==> config.mk <==
export PLATFORM = sky130hd
export DESIGN_NAME = dkong3_obj_dma_flat
export DESIGN_NICKNAME = d
export VERILOG_FILES = /design/src/rtl/dkong3_obj_dma_if.sv /design/src/rtl/dkong3_obj_dma.sv /design/src/flat_wrapper.sv
export SDC_FILE = /design/constraint.sdc
export NUM_CORES = 1
export LEC_CHECK = 0
export ABC_AREA = 1
export CAP_MARGIN = 0
export CORE_MARGIN = 2
export CORE_UTILIZATION = 63
export CTS_CLUSTER_SIZE = 28
export DETAILED_ROUTE_END_ITERATION = 10
export DONT_BUFFER_PORTS = 1
export PLACE_DENSITY_LB_ADDON = 0.15
export SYNTH_ARGS = -nofsm -noshare
export SYNTH_HDL_FRONTEND = slang
export SYNTH_SLANG_ARGS = --single-unit
export TNS_END_PERCENT = 100
==> constraint.sdc <==
create_clock -name I_CLK_24M -period 1.7 [get_ports I_CLK_24M]
set_input_delay 0.17 -clock I_CLK_24M [delete_from_list [all_inputs] [get_ports I_CLK_24M]]
set_output_delay 0.17 -clock I_CLK_24M [all_outputs]
set_load 0.005 [all_outputs]
==> src/rtl/dkong3_obj_dma_if.sv <==
// Bus bundle between the CPU-side decode/bus logic and the object-RAM DMA engine.
// The master drives the start request and bus-grant inputs, and the DMA engine is the slave.
interface dkong3_obj_dma_if;
  logic        I_START;
  logic [15:0] I_SRC_A;
  logic [8:0]  I_LEN;
  logic        I_BANK;
  logic        I_VBLK;
  logic        I_BUSAKn;
  logic [7:0]  I_SRC_D;
  logic        O_BUSRQn;
  logic [15:0] O_SRC_A;
  logic        O_SRC_RDn;
  logic [9:0]  O_OBJ_DMA_A;
  logic [7:0]  O_OBJ_DMA_D;
  logic        O_OBJ_DMA_CE;
  logic        O_OBJ_DMA_WE;
  logic        O_BUSY;
  logic        O_DONE;

  modport master (
    output I_START, I_SRC_A, I_LEN, I_BANK, I_VBLK, I_BUSAKn, I_SRC_D,
    input  O_BUSRQn, O_SRC_A, O_SRC_RDn, O_OBJ_DMA_A, O_OBJ_DMA_D,
           O_OBJ_DMA_CE, O_OBJ_DMA_WE, O_BUSY, O_DONE
  );

  modport slave (
    input  I_START, I_SRC_A, I_LEN, I_BANK, I_VBLK, I_BUSAKn, I_SRC_D,
    output O_BUSRQn, O_SRC_A, O_SRC_RDn, O_OBJ_DMA_A, O_OBJ_DMA_D,
           O_OBJ_DMA_CE, O_OBJ_DMA_WE, O_BUSY, O_DONE
  );
endinterface

==> src/rtl/dkong3_obj_dma.sv <==
// Object RAM DMA: takes the CPU bus, then copies I_LEN bytes into one object-RAM bank at 2 cycles per byte.
// Optional: define DKONG3_OBJ_DMA_VBLANK_GATE_EN so the bus request is held off until vertical blank.
module dkong3_obj_dma (
  input  logic            I_CLK_24M,
  input  logic            I_RSTn,
  dkong3_obj_dma_if.slave bus
);
  typedef enum logic [2:0] {
    S_IDLE,
    S_REQ,
    S_RD,
    S_WR,
    S_REL
  } state_t;

  state_t      r_state;
  state_t      w_state_next;
  logic [15:0] r_src_a;
  logic [8:0]  r_count;
  logic [8:0]  r_offset;
  logic        r_bank;
  logic [7:0]  r_data;
  logic        w_accept;
  logic        w_rd_fire;
  logic        w_wr;
  logic        w_req_ok;

`ifdef DKONG3_OBJ_DMA_VBLANK_GATE_EN
  logic r_vblk_seen;

  // The bus request is held back until vertical blank has been seen once for this transfer.
  always_ff @(posedge I_CLK_24M or negedge I_RSTn) begin
    if (!I_RSTn) begin
      r_vblk_seen <= 1'b0;
    end else if (w_accept) begin
      r_vblk_seen <= 1'b0;
    end else if ((r_state == S_REQ) && bus.I_VBLK) begin
      r_vblk_seen <= 1'b1;
    end
  end

  assign w_req_ok = r_vblk_seen;
`else
  logic w_unused_vblk;
  assign w_unused_vblk = bus.I_VBLK;
  assign w_req_ok      = 1'b1;
`endif

  assign w_accept  = (r_state == S_IDLE) && bus.I_START && (bus.I_LEN != 9'd0);
  assign w_rd_fire = (r_state == S_RD) && !bus.I_BUSAKn;
  assign w_wr      = (r_state == S_WR);

  always_ff @(posedge I_CLK_24M or negedge I_RSTn) begin
    if (!I_RSTn) begin
      r_state <= S_IDLE;
    end else begin
      r_state <= w_state_next;
    end
  end

  always_comb begin
    w_state_next = r_state;
    case (r_state)
      S_IDLE: if (w_accept) w_state_next = S_REQ;
      S_REQ:  if (w_req_ok && !bus.I_BUSAKn) w_state_next = S_RD;
      S_RD:   if (!bus.I_BUSAKn) w_state_next = S_WR;
      S_WR:   w_state_next = (r_count == 9'd1) ? S_REL : S_RD;
      S_REL:  if (bus.I_BUSAKn) w_state_next = S_IDLE;
      default: w_state_next = S_IDLE;
    endcase
  end

  // The bank bit is loaded only on acceptance, so the offset wraps within the same half.
  always_ff @(posedge I_CLK_24M or negedge I_RSTn) begin
    if (!I_RSTn) begin
      r_src_a  <= 16'd0;
      r_count  <= 9'd0;
      r_offset <= 9'd0;
      r_bank   <= 1'b0;
      r_data   <= 8'd0;
    end else begin
      if (w_accept) begin
        r_src_a  <= bus.I_SRC_A;
        r_count  <= bus.I_LEN;
        r_offset <= 9'd0;
        r_bank   <= bus.I_BANK;
      end
      if (w_rd_fire) begin
        r_data <= bus.I_SRC_D;
      end
      if (w_wr) begin
        r_src_a  <= r_src_a + 16'd1;
        r_offset <= r_offset + 9'd1;
        r_count  <= r_count - 9'd1;
      end
    end
  end

  assign bus.O_BUSRQn     = !(((r_state == S_REQ) && w_req_ok) || (r_state == S_RD) || w_wr);
  assign bus.O_SRC_RDn    = !w_rd_fire;
  assign bus.O_SRC_A      = r_src_a;
  assign bus.O_OBJ_DMA_A  = {r_bank, r_offset};
  assign bus.O_OBJ_DMA_D  = r_data;
  assign bus.O_OBJ_DMA_CE = w_wr;
  assign bus.O_OBJ_DMA_WE = w_wr;
  assign bus.O_BUSY       = (r_state != S_IDLE);
  assign bus.O_DONE       = (r_state == S_REL) && bus.I_BUSAKn;
endmodule

==> src/flat_wrapper.sv <==
// flat-port wrapper written by rule: the top's interface ports become plain ports
module dkong3_obj_dma_flat 
  (I_CLK_24M, I_RSTn, bus_I_START, bus_I_SRC_A, bus_I_LEN, bus_I_BANK, bus_I_VBLK, bus_I_BUSAKn, bus_I_SRC_D, bus_O_BUSRQn, bus_O_SRC_A, bus_O_SRC_RDn, bus_O_OBJ_DMA_A, bus_O_OBJ_DMA_D, bus_O_OBJ_DMA_CE, bus_O_OBJ_DMA_WE, bus_O_BUSY, bus_O_DONE);
  dkong3_obj_dma_if bus_i ();
  input  logic I_CLK_24M;
  input  logic I_RSTn;
  input wire logic [$bits(bus_i.I_START)-1:0] bus_I_START;
  input wire logic [$bits(bus_i.I_SRC_A)-1:0] bus_I_SRC_A;
  input wire logic [$bits(bus_i.I_LEN)-1:0] bus_I_LEN;
  input wire logic [$bits(bus_i.I_BANK)-1:0] bus_I_BANK;
  input wire logic [$bits(bus_i.I_VBLK)-1:0] bus_I_VBLK;
  input wire logic [$bits(bus_i.I_BUSAKn)-1:0] bus_I_BUSAKn;
  input wire logic [$bits(bus_i.I_SRC_D)-1:0] bus_I_SRC_D;
  output wire logic [$bits(bus_i.O_BUSRQn)-1:0] bus_O_BUSRQn;
  output wire logic [$bits(bus_i.O_SRC_A)-1:0] bus_O_SRC_A;
  output wire logic [$bits(bus_i.O_SRC_RDn)-1:0] bus_O_SRC_RDn;
  output wire logic [$bits(bus_i.O_OBJ_DMA_A)-1:0] bus_O_OBJ_DMA_A;
  output wire logic [$bits(bus_i.O_OBJ_DMA_D)-1:0] bus_O_OBJ_DMA_D;
  output wire logic [$bits(bus_i.O_OBJ_DMA_CE)-1:0] bus_O_OBJ_DMA_CE;
  output wire logic [$bits(bus_i.O_OBJ_DMA_WE)-1:0] bus_O_OBJ_DMA_WE;
  output wire logic [$bits(bus_i.O_BUSY)-1:0] bus_O_BUSY;
  output wire logic [$bits(bus_i.O_DONE)-1:0] bus_O_DONE;
  assign bus_i.I_START = bus_I_START;
  assign bus_i.I_SRC_A = bus_I_SRC_A;
  assign bus_i.I_LEN = bus_I_LEN;
  assign bus_i.I_BANK = bus_I_BANK;
  assign bus_i.I_VBLK = bus_I_VBLK;
  assign bus_i.I_BUSAKn = bus_I_BUSAKn;
  assign bus_i.I_SRC_D = bus_I_SRC_D;
  assign bus_O_BUSRQn = bus_i.O_BUSRQn;
  assign bus_O_SRC_A = bus_i.O_SRC_A;
  assign bus_O_SRC_RDn = bus_i.O_SRC_RDn;
  assign bus_O_OBJ_DMA_A = bus_i.O_OBJ_DMA_A;
  assign bus_O_OBJ_DMA_D = bus_i.O_OBJ_DMA_D;
  assign bus_O_OBJ_DMA_CE = bus_i.O_OBJ_DMA_CE;
  assign bus_O_OBJ_DMA_WE = bus_i.O_OBJ_DMA_WE;
  assign bus_O_BUSY = bus_i.O_BUSY;
  assign bus_O_DONE = bus_i.O_DONE;
  dkong3_obj_dma u_core (.I_CLK_24M(I_CLK_24M), .I_RSTn(I_RSTn), .bus(bus_i));
endmodule
=== Word-level counts from Yosys, hierarchy flattened ===
Cells that the tools add are included.
Widths: inputs -> output; s select.

* Register bits: 46
* Logic and storage cells: 44
* Input bits: 39
* Output and inout bits: 40

* Equality and inequality tests: 9
* Reduce and logical (&&, ||, !) cells: 14
* Multiplexer cells: 12
* Add/subtract/negate cells: 3

{| class="wikitable"
|+ Operator list
! operator !! number
|-
| $mux 9 || 4
|-
| $mux 16 || 2
|-
| $add 16x1->16 const B || 1
|-
| $mux 3 || 5
|-
| $pmux 3 s5 || 1
|-
| $add 9x1->9 const B || 1
|-
| $eq 9x1->1 const B || 1
|-
| $reduce_bool 9->1 || 1
|-
| $sub 9x1->9 const B || 1
|-
| $eq 3x2->1 const B || 2
|-
| $ne 2x2->1 const B || 3
|-
| $logic_and 1x1->1 || 4
|-
| $reduce_and 4->1 || 1
|-
| $eq 3x1->1 const B || 1
|-
| $eq 3x3->1 const B || 1
|-
| $logic_not 1->1 || 3
|-
| $logic_not 3->1 || 1
|-
| $reduce_bool 3->1 || 1
|-
| $logic_or 1x1->1 || 2
|-
| $ne 2x1->1 const B || 1
|-
| $reduce_bool 2->1 || 1
|}

=== Longest topological paths before layout ===
Gate-level depths: netlist (run 1).

* Depth in word-level cells: 5
* Mapped depth: 9
* Depth with buffers taken out: 8

=== Worst setup path before layout (run 1) ===
No wires, ideal clock.

* Path type: reg-to-reg
* From: register u_core.r_state[0]
* To: register u_core.r_src_a[4] (netlist: u_core.bus.O_SRC_A[4])
* Path slack: 0.375 ns
* Cell stages (with the launch flop): 10
* Data required time: 1.574 ns
* Library setup time: 0.126 ns
* Arrival time: 1.199 ns
* Clock period less this slack: 1.325 ns
* Buffers on the path: 3
* Path through: dfrtp_1 > buf_6 > nor2_8 > nand2_4 > nor2_2 > nand2_2 > buf_6 > buf_12 > nand3_1 > nand3_1

* Cells in the longest elaborated chain, start to end: 4
* Elaborated cells on any way between the ends: 6
* Those cells by class: 1 x eq/ne; 1 x mux; 4 x reduce/logical

{| class="wikitable"
|+ RTL lines
! what !! RTL line !! RTL
|-
| start: declaration || dkong3_obj_dma.sv:16 || <nowiki>state_t r_state;</nowiki>
|-
| start signal: assignment || dkong3_obj_dma.sv:57 || <nowiki>r_state <= w_state_next;</nowiki>
|-
| $logic_not 3->1 || dkong3_obj_dma.sv:49 || <nowiki>assign w_accept = (r_state == S_IDLE) && bus.I_START && (bus.I_LEN != 9'd0);</nowiki>
|-
| $logic_and 1x1->1 (2 in a row) || dkong3_obj_dma.sv:49 ||
|-
| $reduce_bool 2->1 (no line) || - ||
|-
| end signal: assignment || dkong3_obj_dma.sv:83 || <nowiki>r_src_a <= bus.I_SRC_A;</nowiki>
|-
| end signal: assignment || dkong3_obj_dma.sv:92 || <nowiki>r_src_a <= r_src_a + 16'd1;</nowiki>
|-
| end: declaration || dkong3_obj_dma.sv:18 || <nowiki>logic [15:0] r_src_a;</nowiki>
|}

Parallel ways exist; a longest one is shown, timed or not.
A chain may end at the register's enable or synchronous reset.

=== Final worst setup path (run 1) ===
* From: register u_core.r_state[2]
* To: output port bus_O_OBJ_DMA_CE

* Cells in the longest elaborated chain, start to end: 1

{| class="wikitable"
|+ RTL lines
! what !! RTL line !! RTL
|-
| $eq 3x2->1 || dkong3_obj_dma.sv:51 || <nowiki>assign w_wr = (r_state == S_WR);</nowiki>
|-
| end: declaration || flat_wrapper.sv:19 || <nowiki>output wire logic [$bits(bus_i.O_OBJ_DMA_CE)-1:0] bus_O_OBJ_DMA_CE;</nowiki>
|}

No other way between the ends.

==> results.toml, run 1 <==
[power_and_ir_drop]
powerDensity_mw_per_mm2 = 1750
leakagePower_nw = 1.44
cell_internal_pwr_mw = 3.04
clock_power_share_pct = 18.2
seq_power_share_pct = 41.1
pwr-share-comb_pct = 40.7
switching_power_mw = 2.27
power_switching_share_pct = 42.7
power.ir.vdd_worst_uv = 838

[critical_path]
timing.critical_path.to_type = "output port"
rrSetupSlack_ns = 0.16
worst-endpoint-required_ns = 1.53
worst_setup_start_kind = "flop"
cp.arrival_ns = 1.43
timing.rr.end = "u_core.r_count[5]$_DFFE_PN0P_"
timing.critical_path.depth = 5
reg2reg_depth = 7
cp_max_fo = 18
critPathBufInv = 4
critical_path.top_delay_family = "buffers and inverters"
crit_end = "bus_O_OBJ_DMA_CE"
worstReg2RegStart = "u_core.r_state[2]$_DFFE_PN0P_"
crit_path_top_delay_cell = "dfrtp_2"
cp_slowest_stage_delay_ns = 0.46
setup.worst_path.class = "flop to output port"
crit_chain = "inv_2, nand3_4, inv_8, buf_6, buf_4"
critPathLaunch = "u_core.r_state[2]$_DFFE_PN0P_"

[synth]
synth.most_common_cell = "nand2_1"
syn-num-nets = 399
yosysTopAreaCellShare_pct = 41.7
synth_top_cells_by_area = "dfrtp_1 (42%), nand3_1 (13%), nand2_1 (12%)"
yosys-top-cells-count = "nand2_1 (87), nand3_1 (71), dfrtp_1 (46)"
synth_compound_area_share_pct = 5.80
synth_top_family_by_area = "simple AND/OR/NAND/NOR gates"
synthCells = 356
synth-async-reset-ratio_pct = 100
synth_cell_types = 34
sequential_fraction_of_the_synthesis_area_pct = 41.7
synth_mux_area_share_pct = 3.26
synth-xor-area-share_pct = 1.27
synth_top_cell_by_area = "dfrtp_1"
syn_avg_cell_area_sq_um = 7.76
synthAdderAreaFrac_pct = 1.81
synthesis.yosys.warnings = 0
synth_edf_count = 0
synth-simple-area-share_pct = 36.9
synth.cell_area_sq_mm = 0.00276
synth.ff_latch_count = 46
dominant_register_cell_in_the_synthesized_netlist = "dfrtp_1"

[route]
drt_iter0_markers = 150
drtPass1Iterations = 4
num_vias = 2400
ant_nets = 0
via_to_cell_ratio = 5.73
routed_wirelength_mm = 5.93
wire_per_inst_microns = 14.2
drc_errors = 0

[cells_and_area]
flow.area_growth_from_synthesis_pct = 10.1
multiInputGateArea_sq_mm = 0.00136
design.final.nets = 409
ff_latch_area_sq_mm = 0.00115
fillCellCount = 344
num_antenna_cells = 0
drive_gt1_share_pct = 12.0

[sta]
grt_setup_unrepaired = "false"
finalHoldViolations = 0
skew_ns = 0.00583
timing.fmax_mhz = 625
layout_setup_ws_ns = 0.0996
slew_headroom_pct = 71.0
final.setup.tns_ns = 0
post-route-period-util_pct = 94.1
maxSlewViolCount = 0
setup_viol_count_final = 0
tightestPinTransition_ns = 0.435
fin_crit_ns = 1.60

[die]
initial_utilization_pct = 64.3
pin_count = 79
fp.coreArea_sq_mm = 0.00429
floorplan.die.width_microns = 70.2
die_height_microns = 70.2
dieArea_sq_mm = 0.00493
placement_rows = 24

[global_routing]
global_route_wire_length_before_repair_mm = 10.3
grt_start_max_net_pins = 47
grt_pass1_vias = 2355
globalRouteOverflowTotal = 0
grt.total_usage_pct = 25.5
antenna_found_initial = 0

[place]
placement.setup.worst_slack_ns = 0.128
number_of_buffers_inserted_by_port_buffering = 0
post-dp-hpwl_mm = 4.16
gp_routability_congestion = 0.877

[clock_tree]
clockRootBuffer = "clkbuf_8"
cts-root-to-sink-buffers = 2
htreeDepth = 2
cts.reportedPaths.clkPinSlew_ns = 0.09
clk-insertion-delay-late_ns = 0.29
numCtsBuffers = 5
numClockSinks = 46
cts_tree = "built"

[run]
drv_cap = 0

[worst_hold_path]
min_from = "bus_I_LEN[8]"
holdCritPathClass = "input port to flop"

[outcome]
status = "complete, no violations"
## cell families (layout without fill, tap and decap cells)
group | after synthesis | count (layout)
compound gates | 29 | 29
xor+xnor | 4 | 4
fa+ha+maj | 4 | 4
buf+inv | 50 | 61
flops | 46 | 46
mux | 8 | 8
simple gates | 215 | 215
## flip-flops by register name (all words and copies together), names as in the netlist
register                cells
u_core.bus.O_SRC_A         16
u_core.r_count              9
u_core.r_bank               1
u_core.r_state              3
u_core.r_offset             9
u_core.bus.O_OBJ_DMA_D      8
## repair_timing
item                                    CTS  global route
pin swaps                                 0             1
gates cloned                              0             0
hold buffers                             10             0
buffers inserted                          0             1
hold endpoints to repair                 54             0
endpoints found under the setup margin    1             2
resized for setup                         3             3
## layer usage
metal  wire, microns  vias up  global-route usage, %  share of wire, %
met5               0        -                      0                 0
met4              44        0                   5.56              0.74
met3             387        4                   5.34               6.5
met2            3060       81                   46.2                52
met1            2440     1120                   31.3                41
li1                -     1195                      -                 -
## how the worst min path moves through the flow
stage	depth (start not counted)	end	slack, ns
6_report	2	u_core.r_count[8]$_DFFE_PN0P_	0.006
5_1_grt	2	u_core.r_count[2]$_DFFE_PN0P_	0.002
4_1_cts	2	u_core.r_count[8]$_DFFE_PN0P_	0.0004
3_5_place_dp	0	u_core.bus.O_SRC_A[12]$_DFFE_PN0P_	-0.12
3_3_place_gp	0	u_core.bus.O_SRC_A[12]$_DFFE_PN0P_	-0.12
2_1_floorplan	0	u_core.bus.O_OBJ_DMA_D[0]$_DFFE_PN0P_	-0.13
## layout make-up
class / instances / share of cell area [%]
Clock buffer: 5 / 2.26
Tap cell: 52 / 2.14
Multi-Input combinational cell: 260 / 44.6
Timing Repair Buffer: 17 / 6.13
Sequential cell: 46 / 37.9
Clock inverter: 3 / 2.26
Inverter: 36 / 4.69
## layout by cell type, fill, tap and decap left out, types with 3 or more instances in the layout
cell | Yosys | final
xor2_1 | 4 | 4
clkbuf_8 | 0 | 5
inv_1 | 32 | 32
nand3_2 | 3 | 3
buf_4 | 5 | 5
nor2_1 | 30 | 30
o21ai_0 | 16 | 16
o21ai_1 | 5 | 5
inv_2 | 4 | 3
dlygate4sd3_1 | 0 | 9
nand2_1 | 87 | 87
ha_1 | 4 | 4
a21oi_1 | 4 | 4
nand3_1 | 71 | 71
nand4_1 | 10 | 10
mux2_2 | 8 | 8
dfrtp_1 | 46 | 44
## power by group through the flow
stage / sequential [mW] / combinational, mW / clock [mW]
3_3_place_gp: 2.18 / 2.02 / 0
2_1_floorplan: 2.03 / 1.89 / 0
6_report: 2.18 / 2.16 / 0.966
5_1_grt: 2.27 / 2.49 / 1.02
4_1_cts: 2.19 / 2.16 / 0.985
3_5_place_dp: 2.20 / 2.09 / 0
## metrics by stage
| step | cell area [sq um] | std cells | hold WS (ns) | utilization [%] | total power, mW |
|---|---|---|---|---|---|
| after floorplan | 2760 | 356 | -0.126 | - | 3.91 |
| after global placement | 2750 | 400 | -0.125 | 64.1 | 4.20 |
| after detailed placement | 2750 | 400 | -0.125 | 64.1 | 4.29 |
| after CTS | 3010 | 418 | 0.000411 | 70.2 | 5.33 |
| after global routing | 3040 | 419 | 0.00178 | 70.8 | 5.79 |
| final | 3040 | 419 | 0.00587 | 70.8 | 5.31 |
(Power assumes the default switching activity.)
==> run 2: changes to the inputs <==
--- a/config.mk
+++ b/config.mk
@@ -9,6 +9,7 @@
 export CAP_MARGIN = 0
 export CORE_MARGIN = 2
 export CORE_UTILIZATION = 63
+export CTS_CLUSTER_DIAMETER = 60
 export CTS_CLUSTER_SIZE = 28
 export DETAILED_ROUTE_END_ITERATION = 10
 export DONT_BUFFER_PORTS = 1
==> results of run 2 <==
No change in the layout: final DEF, timing and power equal those of run 1.
==> run 3: changes to the inputs <==
--- a/config.mk
+++ b/config.mk
@@ -14,6 +14,7 @@
 export DETAILED_ROUTE_END_ITERATION = 10
 export DONT_BUFFER_PORTS = 1
 export PLACE_DENSITY_LB_ADDON = 0.15
+export SLEW_MARGIN = 20
 export SYNTH_ARGS = -nofsm -noshare
 export SYNTH_HDL_FRONTEND = slang
 export SYNTH_SLANG_ARGS = --single-unit
==> results of run 3 <==
No change in the layout: final DEF, timing and power equal those of run 1.
